File: src/rtl/regfile_write_ctrl_if.sv
// Write-port bundle between the two writeback requesters,
// the write controller and the register file.
interface regfile_write_ctrl_if #(
    parameter int DATA_W = 32,
    parameter int ADDR_W = 5
);
    logic              a_valid;
    logic [ADDR_W-1:0] a_dest;
    logic [DATA_W-1:0] a_data;
    logic              a_ready;
    logic              b_valid;
    logic [ADDR_W-1:0] b_dest;
    logic [DATA_W-1:0] b_data;
    logic              b_ready;
    logic              regWrite;
    logic [ADDR_W-1:0] regDest;
    logic [DATA_W-1:0] writeData;
    logic              init_busy;

    modport master (
        output a_valid, a_dest, a_data,
        output b_valid, b_dest, b_data,
        input  a_ready, b_ready,
        input  regWrite, regDest, writeData, init_busy
    );

    modport slave (
        input  a_valid, a_dest, a_data,
        input  b_valid, b_dest, b_data,
        output a_ready, b_ready,
        output regWrite, regDest, writeData, init_busy
    );
endinterface

File: src/rtl/regfile_write_ctrl.sv
// Round-robin write-port arbiter for the register file, with a
// post-reset sweep that zeroes registers 1..NREGS-1.
module regfile_write_ctrl #(
    parameter int DATA_W = 32,
    parameter int ADDR_W = 5,
    parameter int NREGS  = 32
) (
    input  logic                 clock,
    input  logic                 reset,
    regfile_write_ctrl_if.slave  bus
);
    typedef enum logic {
        S_CLEAR,
        S_RUN
    } state_e;

    localparam logic [ADDR_W:0] CNT_ONE  = {{ADDR_W{1'b0}}, 1'b1};
    localparam logic [ADDR_W:0] CNT_LAST = (ADDR_W+1)'(NREGS-1);

    state_e            state_q, state_d;
    logic [ADDR_W:0]   cnt_q, cnt_d;
    logic              last_b_q, last_b_d;
    logic              we_q, we_d;
    logic [ADDR_W-1:0] dest_q, dest_d;
    logic [DATA_W-1:0] data_q, data_d;
    logic              run;
    logic              grant_a;
    logic              grant_b;

    // On a tie the requester that did not win last time goes first.
    assign run     = (state_q == S_RUN);
    assign grant_a = run && bus.a_valid && (!bus.b_valid || last_b_q);
    assign grant_b = run && bus.b_valid && (!bus.a_valid || !last_b_q);

    always_comb begin
        state_d  = state_q;
        cnt_d    = cnt_q;
        last_b_d = last_b_q;
        we_d     = 1'b0;
        dest_d   = dest_q;
        data_d   = data_q;
        unique case (state_q)
            S_CLEAR: begin
                we_d   = 1'b1;
                dest_d = cnt_q[ADDR_W-1:0];
                data_d = '0;
                cnt_d  = cnt_q + CNT_ONE;
                if (cnt_q == CNT_LAST) begin
                    state_d = S_RUN;
                end
            end
            S_RUN: begin
                // Writes to r0 are accepted but never reach the file.
                if (grant_a) begin
                    last_b_d = 1'b0;
                    dest_d   = bus.a_dest;
                    data_d   = bus.a_data;
                    we_d     = |bus.a_dest;
                end else if (grant_b) begin
                    last_b_d = 1'b1;
                    dest_d   = bus.b_dest;
                    data_d   = bus.b_data;
                    we_d     = |bus.b_dest;
                end
            end
            default: ;
        endcase
    end

    always_ff @(posedge clock or posedge reset) begin
        if (reset) begin
            state_q  <= S_CLEAR;
            cnt_q    <= CNT_ONE;
            last_b_q <= 1'b1;
            we_q     <= 1'b0;
            dest_q   <= '0;
            data_q   <= '0;
        end else begin
            state_q  <= state_d;
            cnt_q    <= cnt_d;
            last_b_q <= last_b_d;
            we_q     <= we_d;
            dest_q   <= dest_d;
            data_q   <= data_d;
        end
    end

    assign bus.a_ready   = grant_a;
    assign bus.b_ready   = grant_b;
    assign bus.regWrite  = we_q;
    assign bus.regDest   = dest_q;
    assign bus.writeData = data_q;
    assign bus.init_busy = ~run;
endmodule

File: src/flat_wrapper.sv
// flat-port wrapper written by rule: the top's interface ports become plain ports
module regfile_write_ctrl_flat 
#(
    parameter int DATA_W = 32,
    parameter int ADDR_W = 5,
    parameter int NREGS  = 32
)
  (clock, reset, bus_a_valid, bus_a_dest, bus_a_data, bus_b_valid, bus_b_dest, bus_b_data, bus_a_ready, bus_b_ready, bus_regWrite, bus_regDest, bus_writeData, bus_init_busy);
  regfile_write_ctrl_if #(.DATA_W(DATA_W), .ADDR_W(ADDR_W)) bus_i ();
  input  logic clock;
  input  logic reset;
  input wire logic [$bits(bus_i.a_valid)-1:0] bus_a_valid;
  input wire logic [$bits(bus_i.a_dest)-1:0] bus_a_dest;
  input wire logic [$bits(bus_i.a_data)-1:0] bus_a_data;
  input wire logic [$bits(bus_i.b_valid)-1:0] bus_b_valid;
  input wire logic [$bits(bus_i.b_dest)-1:0] bus_b_dest;
  input wire logic [$bits(bus_i.b_data)-1:0] bus_b_data;
  output wire logic [$bits(bus_i.a_ready)-1:0] bus_a_ready;
  output wire logic [$bits(bus_i.b_ready)-1:0] bus_b_ready;
  output wire logic [$bits(bus_i.regWrite)-1:0] bus_regWrite;
  output wire logic [$bits(bus_i.regDest)-1:0] bus_regDest;
  output wire logic [$bits(bus_i.writeData)-1:0] bus_writeData;
  output wire logic [$bits(bus_i.init_busy)-1:0] bus_init_busy;
  assign bus_i.a_valid = bus_a_valid;
  assign bus_i.a_dest = bus_a_dest;
  assign bus_i.a_data = bus_a_data;
  assign bus_i.b_valid = bus_b_valid;
  assign bus_i.b_dest = bus_b_dest;
  assign bus_i.b_data = bus_b_data;
  assign bus_a_ready = bus_i.a_ready;
  assign bus_b_ready = bus_i.b_ready;
  assign bus_regWrite = bus_i.regWrite;
  assign bus_regDest = bus_i.regDest;
  assign bus_writeData = bus_i.writeData;
  assign bus_init_busy = bus_i.init_busy;
  regfile_write_ctrl #(.DATA_W(DATA_W), .ADDR_W(ADDR_W), .NREGS(NREGS)) u_core (.clock(clock), .reset(reset), .bus(bus_i));
endmodule
File: config.mk
export PLATFORM = sky130hd
export DESIGN_NAME = regfile_write_ctrl_flat
export DESIGN_NICKNAME = d
export VERILOG_FILES = /design/src/rtl/regfile_write_ctrl_if.sv /design/src/rtl/regfile_write_ctrl.sv /design/src/flat_wrapper.sv
export SDC_FILE = /design/constraint.sdc
export NUM_CORES = 1
export LEC_CHECK = 0
export CORE_UTILIZATION = 40
export DETAILED_ROUTE_END_ITERATION = 10
export PLACE_DENSITY = 0.87
export SKIP_CTS_REPAIR_TIMING = 1
export SYNTH_ARGS = -nofsm -noshare
export SYNTH_HDL_FRONTEND = slang
export SYNTH_SLANG_ARGS = --single-unit
export TNS_END_PERCENT = 30
File: constraint.sdc
create_clock -name clock -period 1.9 [get_ports clock]
set_input_delay 0.38 -clock clock [delete_from_list [all_inputs] [get_ports clock]]
set_output_delay 0.38 -clock clock [all_outputs]
set_load 0.02 [all_outputs]
==> results list, run 1 <==
- Post-synthesis register bit count: 46
* Critical path class: in2out
* Die H: 78.28 um
* # placed instances: 439
- Clk buf depth: 2
- Path class of the lowest-slack min-delay path: in2async
- The share of the Yosys chip area taken by registers is 0.4957.
- STA classifies the critical path endpoint as an output port.
- Buffers placed on the I/O ports in this run total 118.
- The flow ran to the end, and the final reports show no timing, DRC or antenna violations.
* Total die area: 0.006127 mm2
* Unique cell type count in the Yosys netlist: 30
- Net count of the mapped netlist: 335
* Worst endpoint required time: 1.52 ns
* Reg2reg start: u_core.last_b_q
* # Max-Cap Violations: 0
- Walking the worst path, the cells encountered are clkdlybuf4s50_1 -> and2_4 -> nand2_1 -> inv_2 -> dlymetal6s2s_1.
- Data arrival time of the critical path: 1.41 ns
- Maximum fanout encountered on the critical timing path: 3
* Largest net degree at the start of global routing: 39
- Cell at the slowest stage of the critical path: sky130_fd_sc_hd__clkdlybuf4s50_1
* Achievable Freq: 559.2 MHz
- DRC Markers: 0
* Num Clock Sinks: 46
- The first global-routing pass estimated 11760 um of wire.
- H-tree levels: 2
* TritonCTS clock tree: built
* Total via count after detailed routing: 2474
* Setup Slack @ Placement: -0.2696 ns
* Via density per instance: 5.535
- The number of max-slew violations in the final report was 0.
* Total wire length: 7092 um
- Final Setup Violations: 0
- Antenna Cells: 0
* Post-synth EDFFs: 0
* Cell Count, Final, Fillers Out: 447
- For the pin with the worst max-slew slack, the measured transition is 0.4137 ns.
- Gate count of the mapped netlist: 256
- The largest single stage delay on the critical path is 0.50 ns.
- Setup repair after global routing left no endpoint under its margin.
- Register-to-Register Setup Slack: 0.39 ns
- Clock root buffer: sky130_fd_sc_hd__clkbuf_8
- Measured in cells, the most critical reg-to-reg path has a length of 5.
- Averaged over all synthesized cells, the footprint is 9.091 um2.
- After clock tree synthesis, the clock-pin slew on the worst setup and hold paths is 0.08 ns.
- In the synthesized netlist the async set-or-reset flop fraction comes to 1.000.
- Global routing usage on met3: 0.04070
- Post-Route Hold Slack: 0.4329 ns
* Worst slew margin relative to its limit: 0.7242
- The mapped netlist covers 0.002327 mm2.
* Endpoints failing hold: 0
- Top flip-flop cell by instance count after synthesis: sky130_fd_sc_hd__dfrtp_1
* Number of antenna violations at the first check in global routing: 0
- The number of global-route vias before repair was 2536.
* Clock latency reported for the late side of the worst-skew pair: 0.30 ns
- Commonest non-fill, non-tap cell in the layout: sky130_fd_sc_hd__clkdlybuf4s50_1
- Post-synthesis to final-layout area growth: 58.92%
* Busiest layer in global routing: met2
- Remaining antenna violation count after routing: 0
- Counting both buffers and inverters, the worst setup path holds a total of 3.
- Total GRT Usage: 0.2447
- Measured along the x axis, the die boundary spans 78.28 um.
- In this run the critical register-to-register path is captured at u_core.bus.writeData[11].
- Total Power: 2.491 mW
- For met1 alone, demand over resource in global routing was 0.2949.
- Final Critical Period: 1.788 ns
* Dominant delay contributor by cell family on the critical path: buffers and inverters
- Core region area: 0.005540 mm2
- Summed over all failing endpoints, the final setup total negative slack is 0 ns.
- Commonest cells after routing, fill and taps aside: 115 x sky130_fd_sc_hd__clkdlybuf4s50_1, 75 x sky130_fd_sc_hd__nand3_1, 44 x sky130_fd_sc_hd__dfrtp_1, 41 x sky130_fd_sc_hd__nand2_1, 35 x sky130_fd_sc_hd__o211ai_1
- Fraction of final layout cells sized beyond drive strength 1: 0.08000
* DRC marker count from the first detailed-route iteration: 146
* Final setup slack of the worst path: 0.1117 ns
* Post-layout net count: 453
- Pleak: 1.550 nW
* Initial cell density of the core: 0.4201
- Summed over all layers, the global routing overflow is 0.
- Largest clock skew in the final design: 0.01113 ns
- Routability-driven placement finished with a final weighted congestion of 0.7814.
- Worst vdd ir: 338.1 uV
- Grt met2 use: 0.4421
- Startpoint class of the critical path: input port
* HPWL reported at the end of detailed placement: 5183 um
* Number of I/O pins: 119
- Std-Cell Rows: 27
- Cell area power density: 673.6 mW/mm2
- Before antenna repair, the detailed router went through 4 iterations.
- YS warnings: 0
- WL/cell: 15.87 um
* Fraction of the cycle the final worst path needs: 0.9412
* Number of clock buffers inserted by TritonCTS: 5
[worst max path at each step]
stage	startpoint	end	slack [ns]	depth (start not counted)
finish	bus_a_valid	bus_a_ready	0.11	5
global route	bus_a_valid	bus_a_ready	0.05	5
CTS	bus_a_valid	bus_a_ready	-0.28	5
detailed placement	bus_a_valid	bus_a_ready	-0.27	5
global placement	bus_a_valid	bus_a_ready	-0.26	5
floorplan	reset	u_core.bus.regDest[0]	0.44	1
[through the flow]
stage / area, um2 / utilization
2_1_floorplan: 2327 / -
3_3_place_gp: 3607 / 0.6511
3_5_place_dp: 3607 / 0.6511
4_1_cts: 3691 / 0.6662
5_1_grt: 3699 / 0.6676
6_report: 3699 / 0.6676
[flip-flops by register name, summed over array words and instances (netlist names)]
name / cells
u_core.bus.regDest: 5
u_core.bus.regWrite: 1
u_core.bus.writeData: 32
u_core.cnt_q: 6
u_core.last_b_q: 1
u_core.run: 1
[power breakdown]
part,internal [mW],switching [mW]
clock,0.261,0.317
sequential,1.08,0.0534
combinational,0.417,0.366
total,1.75,0.737
[per-layer routing]
metal / up-vias / part of all wire
li1: 1156 / -
met1: 1197 / 0.40
met2: 113 / 0.51
met3: 8 / 0.076
met4: 0 / 0.011
met5: - / 0
[cells in the mapped netlist (2+ instances only)]
cell / n / share of area
sky130_fd_sc_hd__o21ai_0: 2 / 0.0043
sky130_fd_sc_hd__clkbuf_1: 4 / 0.0064
sky130_fd_sc_hd__buf_4: 3 / 0.0097
sky130_fd_sc_hd__xnor2_1: 5 / 0.019
sky130_fd_sc_hd__inv_1: 4 / 0.0064
sky130_fd_sc_hd__dfstp_2: 2 / 0.023
sky130_fd_sc_hd__nand2_1: 41 / 0.066
sky130_fd_sc_hd__nand3_1: 75 / 0.16
sky130_fd_sc_hd__nor2_1: 4 / 0.0064
sky130_fd_sc_hd__or4_1: 2 / 0.0064
sky130_fd_sc_hd__nand4_1: 2 / 0.0054
sky130_fd_sc_hd__o211ai_1: 35 / 0.11
sky130_fd_sc_hd__buf_6: 2 / 0.0097
sky130_fd_sc_hd__a2bb2oi_1: 3 / 0.011
sky130_fd_sc_hd__buf_2: 14 / 0.030
sky130_fd_sc_hd__dfrtp_1: 44 / 0.47
[worst min-delay path: cells and delay by family]
family   cells  cell delay, ns
buf+inv      3            0.73
[final cells by class]
class | count | area (um2)
fill | 488 | 1842
timing repair buffer | 134 | 1321
sequential | 46 | 1154
multi-input combinational | 182 | 1031
tap | 72 | 90.09
clock buffer | 7 | 76.32
inverter | 5 | 18.77
clock inverter | 1 | 7.507
[cell families after synthesis]
kind of cell / count (synthesis) / share of synthesized area
AND/OR/NAND/NOR: 130 / 0.2656
flip-flops: 46 / 0.4957
AO/OA/AOI/OAI: 45 / 0.1457
buffers and inverters: 28 / 0.06397
XOR/XNOR: 5 / 0.01882
multiplexers: 1 / 0.004838
adder cells (fa/ha/maj): 1 / 0.005375
(Power assumes the default switching activity.)
==> inputs of run 2 (changes only) <==
REMOVE_ABC_BUFFERS = 1   (was not set)
clock period = 1.8 ns   (was 1.9 ns; I/O delays follow)
==> run 2 against run 1 <==
Against the previous run:
- clock-buffer cell count shrank 1
- register-to-register slack got worse by 0.21 ns
- non-clock buffer count is the same
- power rose by 7.5%
- clock power increased by 15%
- combinational power rose by 5.7%
- cell area is 0.24% higher
- critical path type unchanged
==> results list, run 2 (synthesis gave the netlist of run 1 again) <==
- Maximum fanout encountered on the critical timing path: 4 (+1)
* RSZ-0062 raised after global routing: false
- The worst setup path is launched from an input port.
* Max-slew violations: 0 (unchanged)
- The wire length after detailed routing came to 7094 um (about the same).
- The fill cell instance count of the final layout was 456 (-6.6%).
- Cell area power density: 722.6 mW/mm2 (+7.3%)
- Internal Dissipation: 1.886 mW (+7.5%)
* Achievable Freq: 589.9 MHz
- Number of I/O pins: 119 (unchanged)
* Dominant delay contributor by cell family on the critical path: buffers and inverters
- The measured slew at the worst slew-check pin came to 0.4370 ns (+0.02332 ns).
* TritonCTS clock tree: built
- The count of H-tree levels built during CTS was 2 (unchanged).
* Crit-path max cell delay: 0.43 ns (-0.07 ns)
- The wire length of the first global-routing pass was 11760 um (unchanged).
* Non-Filler Cell Area, Final: 0.003707 mm2 (+0.24%)
- The horizontal extent of the die is 78.28 um (unchanged).
- Endpoints failing hold: 0 (unchanged)
* Cell area reported after detailed placement: 0.003620 mm2 (+0.35%)
- Total overflow reported by the global router: 0 (unchanged)
* Final Setup Violations: 0 (unchanged)
- Clock root buffer: sky130_fd_sc_hd__clkbuf_8
* Clock latency reported for the late side of the worst-skew pair: 0.29 ns (about the same)
- Final Critical Period: 1.695 ns
- Sw Ratio: 0.2959 (about the same)
- The flip-flop count of the largest register after layout is 32 (unchanged).
- Number of clock buffers inserted by TritonCTS: 5 (unchanged)
* Largest net degree at the start of global routing: 39 (unchanged)
* Post-layout net count: 453 (unchanged)
- Worst vdd ir: 376.7 uV (+11%)
- Largest clock skew in the final design: 0.005406 ns (-0.005722 ns)
- The length of the first detailed-routing pass in iterations was 4 (unchanged).
- The worst setup path is of the in2out kind.
- Critical path capture point type: output port
- Worst-path clk slew: 0.09 ns (about the same)
* Fraction of final layout cells sized beyond drive strength 1: 0.09067 (+0.01067)
- The path class of the tightest hold or removal check is in2async.
* Post-layout utilization of the core: 0.6692 (+0.001581)
- The final non-filler cell total came to 447 (unchanged).
- # placed instances: 439 (unchanged)
- Initial cell density of the core: 0.4201 (unchanged)
* Power spent charging and discharging nets: 0.7926 mW (+7.6%)
- WL/cell: 15.87 um (about the same)
* Data arrival time of the critical path: 1.34 ns (-0.07 ns)
- Relative contribution of combinational cells to total power: 0.309 (-0.005)
- Clk buf depth: 2 (unchanged)
* Total via count after detailed routing: 2463 (-0.44%)
- Commonest cells after routing, fill and taps aside: 115 x sky130_fd_sc_hd__clkdlybuf4s50_1, 75 x sky130_fd_sc_hd__nand3_1, 44 x sky130_fd_sc_hd__dfrtp_1, 41 x sky130_fd_sc_hd__nand2_1, 35 x sky130_fd_sc_hd__o211ai_1
- Worst slew margin relative to its limit: 0.7086 (-0.01555)
- Weighted congestion reported at the end of routability-driven placement: 0.8325 (+6.5%)
- Port Buffer Count: 118 (unchanged)
* Commonest non-fill, non-tap cell in the layout: sky130_fd_sc_hd__clkdlybuf4s50_1
* Total die area: 0.006127 mm2 (unchanged)
- The half-perimeter wire length after detailed placement was 4919 um (-5.1%).
* Total GRT Usage: 0.2435 (-0.001238)
* Status: finished, final reports clean
- The initial antenna violation count came to 0 (unchanged).
- The violation count after the first detailed-route iteration came to 122 (-16%).
- Num Clock Sinks: 46 (unchanged)
- Remaining antenna violation count after routing: 0 (unchanged)
* Clk pwr share: 0.247 (+0.015)
- The site row count was 27 (unchanged).
* Proportion of power drawn by flip-flops and latches: 0.444 (-0.010)
- DRC Markers: 0 (unchanged)
- The diode insertion count for antenna repair was 0 (unchanged).
- Die H: 78.28 um (unchanged)
* Pleak: 1.538 nW (-0.74%)
* Fraction of the cycle the final worst path needs: 0.9418
- For this design, the slowest cell found on the critical path is sky130_fd_sc_hd__clkdlybuf4s50_1.
- # Max-Cap Violations: 0 (unchanged)
* Number of buffers and inverters on the critical path: 4 (+1)
- The placeable core area is 0.005540 mm2 (unchanged).
- The number of global-route vias before repair is 2504 (-1.3%).
- Via density per instance: 5.510 (-0.44%)
- Register-to-Register Setup Slack: 0.18 ns (-0.21 ns)
* Post-synthesis to final-layout area growth: 59.30%
* Worst endpoint required time: 1.44 ns (-0.08 ns)
* Critical path cell sequence: clkdlybuf4s50_1 -> buf_4 -> nand2_1 -> nand3_1 -> inv_1 -> clkbuf_2
## run 2: changes by cell type in the layout (fill, tap and decap cells not counted)
cell	delta
sky130_fd_sc_hd__clkbuf_8	+1
sky130_fd_sc_hd__clkbuf_1	-2
sky130_fd_sc_hd__clkinv_2	+1
sky130_fd_sc_hd__dlymetal6s2s_1	-2
sky130_fd_sc_hd__buf_12	+1
sky130_fd_sc_hd__buf_4	-1
sky130_fd_sc_hd__clkbuf_2	+2
## run 2: metal layers
layer	wire length, um	GRT usage
met1	3046	0.3124
met4	125	0.09074
met3	443	0.04186
met5	0	0
met2	3478	0.4105
## run 2: final timing paths
check,cells after the start,to,from
setup reg to reg,6,u_core.bus.writeData[27],u_core.run
hold / removal,2,u_core.bus.writeData[16],reset
min in group clock,1,u_core.cnt_q[5],u_core.cnt_q[5]
hold reg to reg,1,u_core.cnt_q[5],u_core.cnt_q[5]
setup / recovery,6,bus_b_ready,bus_a_valid
max in group asynchronous,3,u_core.cnt_q[0],reset
## run 2: power groups by stage
stage	clock network, mW	logic (mW)	registers (mW)
3_3_place_gp	0	0.823	1.21
6_report	0.662	0.828	1.19
3_5_place_dp	0	0.836	1.21
2_1_floorplan	0	0.219	1.34
4_1_cts	0.673	0.838	1.19
5_1_grt	0.728	0.885	1.20
## run 2: final cells by class
cell class                      instances  area (um2)  share of cell area
Multi-Input combinational cell        182        1031              0.2781
Clock inverter                          2       12.51            0.003375
Timing Repair Buffer                  134        1319              0.3557
Clock buffer                            6       82.58             0.02227
Sequential cell                        46        1154              0.3112
Inverter                                5       18.77            0.005062
Tap cell                               72       90.09             0.02430
## run 2: through the flow
stage / power (mW) / hold WS [ns] / worst slack [ns] / TNS, ns
floorplan: 1.556 / 0.4404 / -0.6848 / -23.82
global placement: 2.029 / 0.4573 / -0.3182 / -0.6147
detailed placement: 2.045 / 0.4615 / -0.3417 / -1.202
CTS: 2.701 / 0.3261 / -0.3449 / -0.8390
global route: 2.817 / 0.3321 / 0.02976 / 0
finish: 2.679 / 0.3227 / 0.1047 / 0
==> RTL edit 1: new RTL, settings of run 2 <==
Take the reset off `data_q` and load it in a clocked block of its own.
--- a/src/rtl/regfile_write_ctrl.sv
+++ b/src/rtl/regfile_write_ctrl.sv
@@ -74,15 +74,17 @@
             last_b_q <= 1'b1;
             we_q     <= 1'b0;
             dest_q   <= '0;
-            data_q   <= '0;
         end else begin
             state_q  <= state_d;
             cnt_q    <= cnt_d;
             last_b_q <= last_b_d;
             we_q     <= we_d;
             dest_q   <= dest_d;
-            data_q   <= data_d;
         end
+    end
+
+    always_ff @(posedge clock) begin
+        data_q <= data_d;
     end
 
     assign bus.a_ready   = grant_a;
Function: no difference found for any inputs over 10 cycles, from zero or initial values and one cycle with reset high; that may be too few to reach the edited logic, so the function may still have changed.
==> RTL edit 1 against run 2 <==
  * Total power rose by 5.4%
  * Highest routed layer unchanged
  * Design area fell by 0.84%
  * Sequential cell count did not move
  * Setup slack got worse by 84 ps
  * Hold slack improved by 79 ps
  * Wire length fell by 4.0%
  * Area after synthesis fell by 1.8%
==> RTL edit 1: results <==
[outcome]
run_status = finished, final reports clean

[placed_design]
numPlacedInstances = 403
pre_cts_slack_ps = -440
hpwl_um = 4880
placed_cell_area_um2 = 3560
gp_congestion = 0.907

[power_and_ir_drop]
leakage_nw = 1.37
power.internal_mw = 2.07
ir_drop_mv = 0.684

[yosys]
synth-compound-area-share_pct = 20.0
synth-xor-area-share_pct = 2.25
synth_area_leaders = edfxtp_1, dfrtp_1, o21ai_0
synth_fa_ha_area_share_pct = 0.548
yosysWarnings = 0
synth.area.mux_share_pct = 0.493
syn_inst = 218
synth_edf_count = 32
ys_types = 38
synth_common_cells = o21ai_0, nand3_1, a21oi_1
seq_area_frac_synth_pct = 57.5
postSynth.asyncResetShare_pct = 30.4

[cts]
htreeDepth = 2
clk_latency_ps = 300
clockBufferDepth = 2
numCtsBuffers = 5

[timing]
skew_ps = 8.62
fin_crit_ps = 1780
holdWs_ps = 402
worst_pin_slew_ps = 556

[drt]
first_pass_iters = 7
viasPerCell = 5.54
first_iter_violations = 151
via_count = 2275
routedWlPerCell_um = 16.6

[global_route]
grt_pass1_vias = 2144
grt_max_degree = 38
grt_pass1_wl_um = 10600
antenna_found_initial = 0
grtUsageTotal_pct = 22.8

[critical_path]
cp.arrival_ps = 1420
critPathMaxFanout = 3
reg2reg_to = u_core.bus.writeData[27]$_SDFFCE_PN0P_
rrSetupSlack_ps = 240
reg2reg_depth = 4
timing.critical_path.to = bus_b_ready
critPathLaunch = bus_b_valid
reg2reg_from = u_core.last_b_q$_DFFE_PP1P_

[finish]
nets = 417
largest_reg_flops = 32
drive_gt1_share_pct = 10.0

[min_path]
min_path_type = input pin to async pin
RTL edit 1: cell types whose count changed after synthesis, moves of 2 or more:
cell / run 2 / this run
o21ai_0: 2 / 36
a2bb2oi_1: 3 / 1
a21oi_1: 1 / 33
dfrtp_1: 44 / 12
o211ai_1: 35 / 2
buf_2: 14 / 12
o31a_1: 0 / 2
nand2_1: 41 / 3
edfxtp_1: 0 / 32
o31ai_1: 0 / 2
nor3_1: 0 / 5
nand3_1: 75 / 34
RTL edit 1: cell type report:
cell class	instances	area, µm²
Clock inverter	3	45.0
Clock buffer	5	68.8
Multi-Input combinational cell	146	841
Sequential cell	46	1310
Fill cell	438	1830
Timing Repair Buffer	134	1300
Inverter	5	18.8
Tap cell	72	90.1
RTL edit 1: worst min path at each step:
stage | from | to
finish | reset | u_core.bus.regDest[2]$_DFFE_PP0P_
global route | reset | u_core.bus.regDest[2]$_DFFE_PP0P_
CTS | reset | u_core.bus.regDest[2]$_DFFE_PP0P_
detailed placement | u_core.cnt_q[5]$_DFFE_PP0N_ | u_core.cnt_q[5]$_DFFE_PP0N_
global placement | u_core.cnt_q[5]$_DFFE_PP0N_ | u_core.cnt_q[5]$_DFFE_PP0N_
floorplan | reset | u_core.bus.regDest[0]$_DFFE_PP0P_
RTL edit 1: layer usage:
metal / global-route usage, % / part of all wire [%]
met1: 28.4 / 39
met2: 38.8 / 52
met3: 5.06 / 7.8
met4: 7.92 / 1.8
met5: 0 / 0
RTL edit 1: cells by family after synthesis:
group	count (synthesis)
AOI/OAI and AO/OA	83
xor gates and xnor gates	5
adders and majority gates	1
buffers and inverters	26
DFF	46
muxes	1
and+or+nand+nor	56
RTL edit 1: worst max-delay path: stages:
cell	delay [ps]
clkdlybuf4s50_1	510
a21bo_2	240
nor2_1	140
buf_4	170
RTL edit 1: power by group through the flow:
stage	Clock, mW	Sequential [mW]	Combinational [mW]
6_report	0.778	1.29	0.761
2_1_floorplan	0	1.44	0.173
3_3_place_gp	0	1.30	0.744
3_5_place_dp	0	1.31	0.758
5_1_grt	0.835	1.29	0.810
4_1_cts	0.791	1.29	0.762
==> RTL edit 2: new RTL, config.mk and constraints of run 2 <==
Made on the original files. `DATA_W` is set to 32 in 3 places; all go to 64.
--- a/src/rtl/regfile_write_ctrl_if.sv
+++ b/src/rtl/regfile_write_ctrl_if.sv
@@ -1,7 +1,7 @@
 // Write-port bundle between the two writeback requesters,
 // the write controller and the register file.
 interface regfile_write_ctrl_if #(
-    parameter int DATA_W = 32,
+    parameter int DATA_W = 64,
     parameter int ADDR_W = 5
 );
     logic              a_valid;
--- a/src/rtl/regfile_write_ctrl.sv
+++ b/src/rtl/regfile_write_ctrl.sv
@@ -1,7 +1,7 @@
 // Round-robin write-port arbiter for the register file, with a
 // post-reset sweep that zeroes registers 1..NREGS-1.
 module regfile_write_ctrl #(
-    parameter int DATA_W = 32,
+    parameter int DATA_W = 64,
     parameter int ADDR_W = 5,
     parameter int NREGS  = 32
 ) (
--- a/src/flat_wrapper.sv
+++ b/src/flat_wrapper.sv
@@ -1,7 +1,7 @@
 // flat-port wrapper written by rule: the top's interface ports become plain ports
 module regfile_write_ctrl_flat 
 #(
-    parameter int DATA_W = 32,
+    parameter int DATA_W = 64,
     parameter int ADDR_W = 5,
     parameter int NREGS  = 32
 )
Ports: changed (resized bus_a_data, bus_b_data and bus_writeData); port bits go from 119 to 215. The function was not compared with the original's and may differ.
==> RTL edit 2 against run 2 <==
  * The run now ends with negative setup slack left
  * Area after synthesis is 69% higher
  * Count of clock-buffer cells in the layout is 3 higher
  * Total power is 87% higher
  * Global-route usage is 1.2 points higher
  * Sequential share of layout area is 1.0 points lower
  * Wire length is 89% higher
  * Sequential power is 71% higher
  * Sequential cell count is 32 higher
  * Fmax is 13% lower
  * Setup slack worse by 250 ps
  * Design area is 75% higher
  * Die area is 67% higher
  * Via count is 58% higher
  * Critical path type is now register to output pin
  * Largest power group unchanged
  * Highest routed layer unchanged
==> RTL edit 2: results <==
[global_route]
grt-ovfl-total = 0
grtUsageTotal_pct = 25.5
grt_pass1_vias = 3922
grt_max_degree = 54
grt_pass1_wl_um = 19900
use_met1_pct = 31.3
grt_util_met3_pct = 7.28

[finish]
largest_reg_flops = 64
drive_gt1_share_pct = 10.1
num_antenna_cells = 0
num-nonclk-buffers = 237
nets = 651
nFillCells = 713
num-nonclk-inverters = 11
multi_input_gates = 171
seq_area_share_pct = 30.1
multi_input_comb_area_um2 = 1690
nClkBuffers = 9
clockNetworkAreaShare_pct = 3.41
utilization_pct = 69.3
buffer_area_share_pct = 37.3

[yosys]
synth_area_leaders = dfrtp_1, o2111a_1, a221o_1
synth_common_cells = dfrtp_1, a221o_1, o2111a_1
ys_types = 31
seq_area_frac_synth_pct = 49.8

[timing]
setup_viol = 2
fin_ws_ps = -149
fin_setup_tns_ps = -212
slew-limit-headroom_pct = 64.2
skew_ps = 13.7

[drt]
first_iter_violations = 136
highest-signal-layer = met4
viasPerCell = 6.06
wl_met2_um = 6350
drt-met1-wl_um = 5480
dr_wl_met3_um = 1190

[cts]
cts.sinks = 78
clk_latency_ps = 350

[critical_path]
crit_path_top_delay_cell = dfstp_2
cp.arrival_ps = 1590
critPathTopFamily = flip-flops

[placed_design]
gp_congestion = 0.830
hpwl_um = 9080
portBuffers = 214

[power_and_ir_drop]
ir_drop_mv = 0.438
leakage_nw = 2.61

[floorplan]
dieArea_um2 = 10200

[outcome]
run_status = complete, but fails checks
failed_checks = negative setup slack

[min_path]
min_path_type = input pin to register
RTL edit 2: cell types whose count changed after synthesis, moves of 25 or more:
cell,delta
nand3_1,-74
a221o_1,+64
o2111a_1,+64
nand2_1,-38
dfrtp_1,+32
o211ai_1,-29
clkbuf_1,+25
RTL edit 2: power by group:
part | switching, mW | total (mW) | internal [mW]
clock | 0.676 | 1.46 | 0.786
sequential | 0.110 | 2.04 | 1.93
combinational | 0.673 | 1.52 | 0.845
RTL edit 2: logic make-up after synthesis:
logic type      share of synthesized area [%]
simple gates                             2.36
fa+ha+maj                               0.319
xor+xnor                                 1.12
compound gates                           38.7
mux                                     0.287
buf+inv                                  7.43
flops                                    49.8
RTL edit 2: worst paths after layout:
kind / slack, ps / depth (start not counted) / startpoint / to
hold reg to reg: 490 / 1 / u_core.cnt_q[5]$_DFFE_PP0N_ / u_core.cnt_q[5]$_DFFE_PP0N_
setup / recovery: -150 / 5 / u_core.last_b_q$_DFFE_PP1P_ / bus_a_ready
hold / removal: 360 / 3 / bus_b_valid / u_core.last_b_q$_DFFE_PP1P_
max in group asynchronous: 1140 / 3 / reset / u_core.cnt_q[0]$_DFFE_PP1N_
min in group asynchronous: 370 / 3 / reset / u_core.bus.writeData[6]$_DFFE_PP0P_
setup reg to reg: 80 / 7 / u_core.last_b_q$_DFFE_PP1P_ / u_core.bus.writeData[16]$_DFFE_PP0P_
RTL edit 2: through the flow:
step	setup WS (ps)	instances	power (mW)
detailed placement	-350	622	3.56
global placement	-308	622	3.52
floorplan	-2280	260	2.65
global route	-203	642	5.24
finish	-149	642	5.02
CTS	-394	638	5.04
RTL edit 2: worst register-to-register path, delay by kind of cell (launching register included):
family | cells | cell delay [ps]
DFF | 1 | 560
buffers and inverters | 5 | 550
AOI/OAI and AO/OA | 2 | 550
